**src/rtl/inst_fetch_queue.sv**
```systemverilog
// inst_fetch_queue: first-word-fall-through instruction/PC FIFO between fetch and decode
module inst_fetch_queue #(
    parameter int INST_WIDTH   = 32,
    parameter int PC_WIDTH     = 32,
    parameter int DEPTH_LOG2   = 4,
    parameter int AFULL_THRESH = (1 << DEPTH_LOG2) - 2
) (
    input  logic                  clk_in,
    input  logic                  rst_n_in,
    input  logic                  rdy_in,
    input  logic                  flush_in,
    input  logic                  enq_valid_in,
    input  logic [INST_WIDTH-1:0] enq_inst_in,
    input  logic [PC_WIDTH-1:0]   enq_pc_in,
    output logic                  enq_ready_out,
    output logic                  deq_valid_out,
    output logic [INST_WIDTH-1:0] deq_inst_out,
    output logic [PC_WIDTH-1:0]   deq_pc_out,
    input  logic                  deq_ready_in,
    output logic [DEPTH_LOG2:0]   count_out,
    output logic                  almost_full_out,
    output logic                  empty_out
);
    localparam int DEPTH = 1 << DEPTH_LOG2;
    localparam logic [DEPTH_LOG2:0] LP_DEPTH = (DEPTH_LOG2 + 1)'(DEPTH);
    localparam logic [DEPTH_LOG2:0] LP_AFULL = (DEPTH_LOG2 + 1)'(AFULL_THRESH);

    logic [INST_WIDTH-1:0] r_inst [DEPTH];
    logic [PC_WIDTH-1:0]   r_pc   [DEPTH];
    logic [DEPTH_LOG2-1:0] r_head;
    logic [DEPTH_LOG2-1:0] r_tail;
    logic [DEPTH_LOG2:0]   r_count;
    logic                  w_enq;
    logic                  w_deq;
    logic                  w_flush;

    // Handshakes and status; reset also masks enq_ready so nothing is accepted while held in reset
    always_comb begin
        enq_ready_out   = rst_n_in & rdy_in & (r_count != LP_DEPTH);
        deq_valid_out   = rdy_in & (r_count != '0);
        deq_inst_out    = r_inst[r_head];
        deq_pc_out      = r_pc[r_head];
        count_out       = r_count;
        almost_full_out = r_count >= LP_AFULL;
        empty_out       = r_count == '0;
        w_flush         = rdy_in & flush_in;
        w_enq           = enq_valid_in & enq_ready_out & ~w_flush;
        w_deq           = deq_valid_out & deq_ready_in & ~w_flush;
    end

    // Entry storage is written at the tail and never reset
    always_ff @(posedge clk_in) begin
        if (w_enq) begin
            r_inst[r_tail] <= enq_inst_in;
            r_pc[r_tail]   <= enq_pc_in;
        end
    end

    // Pointers and occupancy; flush takes priority over both handshakes
    always_ff @(posedge clk_in or negedge rst_n_in) begin
        if (!rst_n_in) begin
            r_head  <= '0;
            r_tail  <= '0;
            r_count <= '0;
        end else if (w_flush) begin
            r_head  <= '0;
            r_tail  <= '0;
            r_count <= '0;
        end else begin
            if (w_enq) r_tail <= r_tail + 1'b1;
            if (w_deq) r_head <= r_head + 1'b1;
            if (w_enq && !w_deq) r_count <= r_count + 1'b1;
            else if (w_deq && !w_enq) r_count <= r_count - 1'b1;
        end
    end
endmodule

```
**config.mk**
```make
export PLATFORM = sky130hd
export DESIGN_NAME = inst_fetch_queue
export DESIGN_NICKNAME = d
export VERILOG_FILES = /design/src/rtl/inst_fetch_queue.sv
export SDC_FILE = /design/constraint.sdc
export NUM_CORES = 1
export LEC_CHECK = 0
export BUFFER_PORTS_ARGS = -buffer_cell sky130_fd_sc_hd__buf_2
export CORE_AREA = 2 2 339 341
export DETAILED_ROUTE_END_ITERATION = 10
export DIE_AREA = 0 0 341 343
export REMOVE_ABC_BUFFERS = 1
export SLEW_MARGIN = 30
export SYNTH_ARGS = -nofsm -noshare
export SYNTH_HDL_FRONTEND = slang
export SYNTH_SLANG_ARGS = --single-unit
```
**constraint.sdc**
```tcl
create_clock -name clk_in -period 10.4 [get_ports clk_in]
set_input_delay 2.08 -clock clk_in [delete_from_list [all_inputs] [get_ports clk_in]]
set_output_delay 2.08 -clock clk_in [all_outputs]
set_load 0.02 [all_outputs]
```
## Word level (Yosys, flattened, before mapping)

Memory sizes are Yosys's and may differ from the RTL's.
Cells that the tools add are included.

| storage, ports and cells | value |
|---|---|
| register bits after elaboration | 13 |
| bits in writable memories | 1,024 |
| input port bits | 70 |
| logic and storage cells | 38 |
| memories kept | 2 |

| operators by class | value |
|---|---|
| add/subtract/negate cells | 4 |
| order comparisons | 1 |
| equality and inequality tests | 1 |
| muxes and demuxes | 9 |
| bitwise operators | 9 |
| reduce and logical (&&, ||, !) cells | 9 |

Memories:

| memory | words | bits a word | rd ports | clocked after memory_dff | wr ports | line | source |
|---|---|---|---|---|---|---|---|
| r_inst | 16 | 32 | 1 | 0 | 1 | 28 | `logic [INST_WIDTH-1:0] r_inst [DEPTH];` |
| r_pc | 16 | 32 | 1 | 0 | 1 | 29 | `logic [PC_WIDTH-1:0] r_pc [DEPTH];` |

Operator list:

| operator | count |
|---|---|
| 4-bit 2-to-1 mux | 4 |
| 5-bit 2-to-1 mux | 3 |
| 4-bit by 1-bit adder with 4-bit output, second input constant | 2 |
| 1-bit bitwise AND | 8 |
| 5-bit by 1-bit adder with 5-bit output, second input constant | 1 |
| 5-bit by 4-bit greater-or-equal comparator with 1-bit output, second input constant | 1 |
| 5-bit zero test | 1 |
| 5-bit inequality test, second input constant | 1 |
| 5-bit nonzero test | 1 |
| 5-bit by 1-bit subtractor with 5-bit output, second input constant | 1 |
| 2-bit nonzero test | 2 |
| 3-bit nonzero test | 1 |
| 1-bit logical AND | 2 |
| 1-bit zero test | 2 |
| 1-bit 2-to-1 mux | 2 |
| 1-bit NOT | 1 |

## Longest topological paths before layout

Gate-level depths: netlist of the first run.

| logic depth | value |
|---|---|
| depth after elaboration | 9 |
| depth in mapped cells | 9 |
| mapped depth without buffers | 9 |

## Least setup slack after synthesis of the first run

OpenSTA, ideal clock, no wires.

| timing | value |
|---|---|
| kind | input port to flip-flop |
| from | input port enq_valid_in |
| to | memory r_inst[10][0], enable pin |
| data arrival time | 4.514 ns |
| data required time | 9.971 ns |
| slack | 5.458 ns |
| stages | 5 |
| buffers on the path | 0 |
| cell sequence | nand3_1 -> a21oi_1 -> nand2_1 -> nor3b_1 -> and2_1 |

| between the ends | value |
|---|---|
| word-level cells in the longest chain between the ends | 4 |

Ends and longest elaborated chain:

| element | line | source |
|---|---|---|
| from (decl) | 12 | `input logic enq_valid_in,` |
| 1-bit bitwise AND (2 in series) | 47 | `w_enq = enq_valid_in & enq_ready_out & ~w_flush;` |
| 1-bit 2-to-1 mux | 53 | `if (w_enq) begin` |
| 1-bit 2-to-1 mux (implied by the code) | 54 | `r_inst[r_tail] <= enq_inst_in;` |
| to (decl) | 28 |  |

No other way between the ends.

## Worst setup path in the final report of the first run

| timing | value |
|---|---|
| from | register r_head[0] |
| to | output port deq_pc_out[16] |

| between the ends | value |
|---|---|
| word-level cells in the longest chain between the ends | 1 |

Ends and longest elaborated chain:

| element | line | source |
|---|---|---|
| from (decl) | 30 | `logic [DEPTH_LOG2-1:0] r_head;` |
| from (signal assigned) | 71 | `if (w_deq) r_head <= r_head + 1'b1;` |
| memory read 16 x 32 bit | n/a |  |
| to (decl) | 18 | `output logic [PC_WIDTH-1:0] deq_pc_out,` |

No other way between the ends.

==> flow_summary_export.csv, run 1 <==
group,metric,value,unit
final_layout,num_antenna_cells,0,
drt,drt.antenna.violating_nets,0,
clock_network,clk-insertion-delay-late,0.66,ns
setup_path,crit_buf_inv,4,
yosys,synthXorXnorAreaFrac,0.155,%
yosys,yosys_warnings,0,
clock_network,path_clk_slew,0.06,ns
drt,initialDrtViolationCount,1678,
yosys,synthArstFlopShare,1.25,%
drt,vias,17200,
sta,layout_min_cycle_time,6.06,ns
yosys,synth.most_common_cell,"edfxtp_1",
yosys,seq_area_frac_synth,78.8,%
drt,wirelength,88.4,mm
yosys,synth_area,0.0394,mm²
sta,setup_tns,0,ns
sta,finalMaxSlewViolations,0,
outcome,status,"finished, final reports clean",
yosys,synthTopCellsByArea,"edfxtp_1 (78%), mux4_2 (18%), dfrtp_1 (0.82%), buf_6 (0.69%), ha_1 (0.29%)",
global_routing,grt_max_degree,117,
floorplan,fp.coreArea,0.113,mm²
floorplan,row_count,124,
setup_path,crit_required,8.32,ns
yosys,synth_enable_flop_cells,1024,
clock_network,ctsHoldBuffers,0,
power,leakage,0.0137,µW
clock_network,cts_setup_buffers,0,
final_layout,nets,1814,
floorplan,start_util,34.8,%
yosys,synth_top_family_by_area,"multiplexers",
sta,slew_headroom,36.1,%
power,p_seq_share,46.4,%
worst_hold_path,hp-class,"flip-flop to flip-flop",
floorplan,io_pins,143,
final_layout,fin_util,40.0,%
sta,setup_viol,0,
drt,wl_per_cell,26.6,µm
job,cap_violations,0,
clock_network,cts_tree,"done",
setup_path,critPathLaunch,"r_head[0]",
setup_path,end_kind,"output port",
yosys,ys.flop_type,"edfxtp_1",
power,p_int,7670,µW
yosys,muxShareOfSynthArea,18.3,%
global_routing,grt_pass1_vias,18400,
setup_path,cp_max_fo,41,
power,swShare,24.4,%
clock_network,cts_resized,0,
clock_network,cts_buffer_depth,3,
floorplan,die-area,0.117,mm²
clock_network,cts_buffers,102,
sta,worst_pin_slew,0.958,ns
setup_path,critPathArrivalTime,3.98,ns
sta,skew,0.0195,ns
global_routing,grt_pass1_wl,129,mm
setup_path,crit_path_start_kind,"flip-flop",
setup_path,crit_family,"buffers and inverters",
floorplan,die_height,343,µm
place,place_congestion,0.709,
floorplan,die_w,341,µm
yosys,synth_top_cell_by_area,"edfxtp_1",
clock_network,h-tree-depth,3,
yosys,netlist_top_cells_count,"edfxtp_1 (1024), mux4_2 (320), clkbuf_1 (29), buf_6 (24), and2_1 (17)",
clock_network,cts-root-buf,"clkbuf_16",
setup_path,critPathKind,"flip-flop to output port",
global_routing,gr-total-overflow,0,
yosys,synth_top_area_share,77.9,%
sta,hold_viol_final,0,
setup_path,cpPeakStageDelay,0.85,ns
setup_path,path_cells,"buf_12 -> buf_16 -> buf_16 -> mux4_2 -> mux4_2 -> buf_2",
power,pwr-share-comb,17.4,%
final_layout,synthToLayoutAreaGrowth,14.9,%
worst_hold_path,hold_start,"r_tail[0]",
sta,fin_crit_sh,58.3,%
setup_path,cpMaxStageDelayCell,"dfrtp_4",
power,vdd_drop_max,0.159,mV
yosys,synthCells,1533,
yosys,synth_cell_types,40,
global_routing,track_usage,15.1,%
yosys,ys_ff_latch,1037,
yosys,synthAdderAreaFrac,0.336,%
setup_path,r2r-start,"count_out[1]",
final_layout,fill_cells,9772,
drt,dr.pass1.iters,5,
drt,drc_errors,0,
power,power_density,224,mW/mm²
setup_path,reg2reg_slack,6.65,ns
sta,fmax,165,MHz
global_routing,antenna_found_initial,21,
final_layout,drive_gt1_share,36.2,%
yosys,syn_area_per_cell,25.7,µm²
drt,viasPerCell,5.17,
clock_network,clkSinkCount,1037,
yosys,synth_compound_area_share,0.415,%
yosys,synthSimpleGateAreaFrac,0.733,%
power,p_clk_share,36.2,%
place,dpl.hpwl,46.1,mm
sta,rsz0062_at_grt,"false",
power,power.switching,2480,µW
place,port_buffers,142,
[metrics by stage]
stage / worst slack [ns] / power, µW / hold WS, ns / instances / instance area (µm²)
global placement: 4.69 / 6550 / 0.616 / 3135 / 41800
CTS: 4.21 / 10300 / 0.647 / 3324 / 45300
global route: 4.06 / 10500 / 0.697 / 3327 / 45300
detailed placement: 4.70 / 6590 / 0.632 / 3139 / 41900
finish: 4.34 / 10200 / 0.650 / 3327 / 45300
floorplan: -2.64 / 6570 / 0.553 / 1458 / 39000
[cell families (layout without fill, tap and decap cells)]
group | Yosys count | in the layout
fa+ha+maj | 10 | 10
compound gates | 23 | 23
simple gates | 53 | 53
buf+inv | 81 | 363
flops | 1037 | 1037
xor+xnor | 7 | 7
mux | 322 | 322
[layer usage]
layer	GRT usage, %	vias up	share of wire [%]
li1	-	7116	-
met1	21.2	9422	44
met2	24.4	494	49
met3	3.47	132	6.1
met4	3.16	26	1.4
met5	0	-	0.19
[flip-flops by register name, indices dropped and copies added (netlist names)]
register	cells
r_inst	512
r_tail	4
count_out	5
r_pc	512
r_head	4
[power groups by stage]
stage / Clock [µW] / Sequential (µW) / Combinational, µW
floorplan: 0 / 5000 / 1570
global placement: 0 / 4820 / 1730
detailed placement: 0 / 4800 / 1790
CTS: 3760 / 4710 / 1790
global route: 3910 / 4720 / 1910
finish: 3680 / 4710 / 1770
[area by class of cell]
type / instances / area, µm² / area share, %
inverters: 6 / 22.5 / 0.0497
flip-flops and latches: 1037 / 31100 / 68.6
clock buffers: 120 / 2660 / 5.87
multi-input cells: 415 / 7910 / 17.5
repair buffers: 172 / 1100 / 2.44
clock inverters: 65 / 659 / 1.45
well taps: 1512 / 1890 / 4.17
[placed cells by master, fill, tap and decap left out, types with 3 or more instances in the layout]
cell / count
clkinv_1: 26
edfxtp_1: 1024
buf_2: 142
buf_4: 16
nand3_1: 6
inv_1: 6
clkbuf_1: 16
buf_6: 5
dfrtp_1: 9
dfrtp_4: 4
nor2_1: 10
and2_4: 16
inv_6: 6
nor3_1: 3
clkinv_2: 16
buf_12: 4
ha_1: 9
xnor2_1: 5
a21oi_1: 7
mux4_2: 320
clkinvlp_4: 3
o21ai_1: 3
buf_16: 5
nand2_1: 8
clkbuf_16: 104
bufinv_16: 13
[worst paths after layout]
kind / to / cells after the start
setup / recovery: deq_pc_out[16] / 6
hold / removal: r_tail[0] / 2
max in group asynchronous: r_head[3] / 1
min in group asynchronous: count_out[1] / 1
hold reg to reg: r_tail[0] / 2
setup reg to reg: r_pc[6][18] / 6
[worst reg2reg max path: cells and delay by family (launching register included)]
| kind | cells | cell delay (ns) |
|---|---|---|
| AO/OA/AOI/OAI | 1 | 0.52 |
| buffers and inverters | 1 | 0.82 |
| flip-flops | 1 | 0.54 |
| AND/OR/NAND/NOR | 4 | 1.42 |
Note: power is estimated with default switching activity, not from simulation.
==> inputs of run 2 (changes only) <==
- clock period: 10.4 -> 5.1 ns (I/O delays scaled with it)
==> run 2 against run 1 <==
  * Core utilization is 0.11 points higher
  * Critical path depth down 2
  * Sequential share of layout area down 0.20 points
  * Clock skew increased by 0.0034 ns
  * Total power is 100% higher
  * Clock-buffer cell count is 5 higher
  * Largest cell class unchanged
  * Combinational power is 110% higher
  * Cell count grew 0.36%
==> flow_summary_export.csv, run 2 (same netlist as run 1, synthesis figures left out) <==
group,metric,value,unit
global_routing,track_usage,14.5,%
clock_network,clkSinkCount,1037,
setup_path,r2r_cells,6,
floorplan,row_count,124,
setup_path,cp_max_fo,44,
sta,hold_viol_final,0,
clock_network,cts_tree,"done",
sta,layout_min_cycle_time,4.42,ns
drt,drt.antenna.violating_nets,0,
global_routing,grt_pass1_wl,125,mm
drt,wl_per_cell,25.4,µm
sta,worst_pin_slew,0.814,ns
global_routing,antenna_found_initial,19,
sta,setup_viol,0,
final_layout,nets,1822,
drt,wirelength,84.9,mm
clock_network,h-tree-depth,3,
floorplan,io_pins,143,
sta,fin_crit_sh,86.6,%
sta,setup_tns,0,ns
global_routing,gr-total-overflow,0,
outcome,status,"finished, final reports clean",
floorplan,die-area,0.117,mm²
job,cap_violations,0,
clock_network,cts_buffer_depth,3,
sta,layout_setup_ws,0.684,ns
place,place_ws,0.898,ns
drt,dr.pass1.iters,5,
drt,initialDrtViolationCount,1686,
clock_network,cts_resized,0,
floorplan,start_util,34.8,%
sta,fmax,226,MHz
setup_path,end_kind,"output port",
clock_network,clk-insertion-delay-late,0.66,ns
setup_path,critPathKind,"flip-flop to output port",
final_layout,synthToLayoutAreaGrowth,15.3,%
setup_path,crit_required,4.08,ns
final_layout,layout_common_cells,"edfxtp_1 (1024), mux4_2 (320), buf_2 (142)",
power,vdd_drop_max,0.279,mV
clock_network,ctsHoldBuffers,0,
power,power_density,453,mW/mm²
global_routing,grt_max_degree,91,
setup_path,critPathArrivalTime,3.40,ns
setup_path,crit_path_start_kind,"flip-flop",
place,dpl.hpwl,48.3,mm
sta,finalMaxSlewViolations,0,
final_layout,drive_gt1_share,36.3,%
worst_hold_path,hp-class,"input port to asynchronous set/reset pin",
global_routing,grt_pass1_vias,18200,
drt,viasPerCell,5.13,
final_layout,final_common_cell,"edfxtp_1",
clock_network,cts_setup_buffers,0,
place,port_buffers,142,
place,place_congestion,0.721,
clock_network,path_clk_slew,0.07,ns
clock_network,cts_buffers,103,
drt,vias,17100,
power,leakage,0.0137,µW
clock_network,cts-root-buf,"clkbuf_16",
sta,rsz0062_at_grt,"false",
drt,drc_errors,0,
sta,slew_headroom,45.7,%
floorplan,fp.coreArea,0.113,mm²
floorplan,die_w,341,µm
sta,skew,0.0229,ns
floorplan,die_height,343,µm
run 2: cell types whose count changed in the layout (fill, tap and decap cells not counted), moves of 2 or more:
cell / previous run / this run
inv_6: 6 / 3
buf_16: 5 / 0
buf_4: 16 / 12
clkbuf_16: 104 / 106
buf_12: 4 / 25
bufinv_16: 13 / 8
inv_8: 0 / 2
clkbuf_1: 16 / 19
diode_2: 0 / 4
buf_6: 5 / 0
run 2: final cells by class:
class | count | area [µm²]
well taps | 1512 | 1890
repair buffers | 179 | 1300
clock inverters | 61 | 522
diodes | 4 | 10.0
flip-flops and latches | 1037 | 31100
multi-input cells | 415 | 7910
inverters | 6 | 22.5
fillers | 9710 | 67900
clock buffers | 125 | 2720
run 2: stage by stage:
| step | hold slack [ns] | cells | area (µm²) | utilization (%) | power [µW] |
|---|---|---|---|---|---|
| after floorplan | 0.553 | 1458 | 39000 | - | 12300 |
| after global placement | 0.613 | 3149 | 42200 | 37.2 | 13600 |
| after detailed placement | 0.628 | 3149 | 42200 | 37.2 | 13600 |
| after CTS | 0.237 | 3335 | 45500 | 40.1 | 20900 |
| after global routing | 0.268 | 3335 | 45500 | 40.1 | 21400 |
| final | 0.275 | 3339 | 45500 | 40.1 | 20600 |
run 2: worst paths after layout:
kind	slack, ns	from	end
worst max-delay path	0.68	r_head[0]	deq_pc_out[31]
worst min-delay path	0.28	rst_n_in	count_out[3]
worst max register to register	1.78	count_out[0]	r_inst[9][29]
worst min register to register	0.65	r_tail[3]	r_tail[3]
max in group asynchronous	4.50	rst_n_in	r_head[3]
min in group clk_in	0.65	r_tail[3]	r_tail[3]
run 2: worst max-delay path: stages (launching register included):
cell and delay, ns:
dfrtp_4 0.95, buf_12 0.40, mux4_2 0.60, mux4_2 0.51, buf_2 0.18
run 2: metal layers:
layer  wire length [µm]  vias to the layer above  track usage (%)
met5                138                        -                0
met4               1290                       22             3.40
met3               5700                      134             3.47
met2              41200                      520             23.4
met1              36600                     9321             20.0
li1                   -                     7136                -
run 2: power by group:
part / switching, µW / leakage (µW) / internal [µW]
combinational: 1870 / 0.00279 / 1860
clock: 3100 / 0.00158 / 4190
sequential: 166 / 0.00938 / 9440
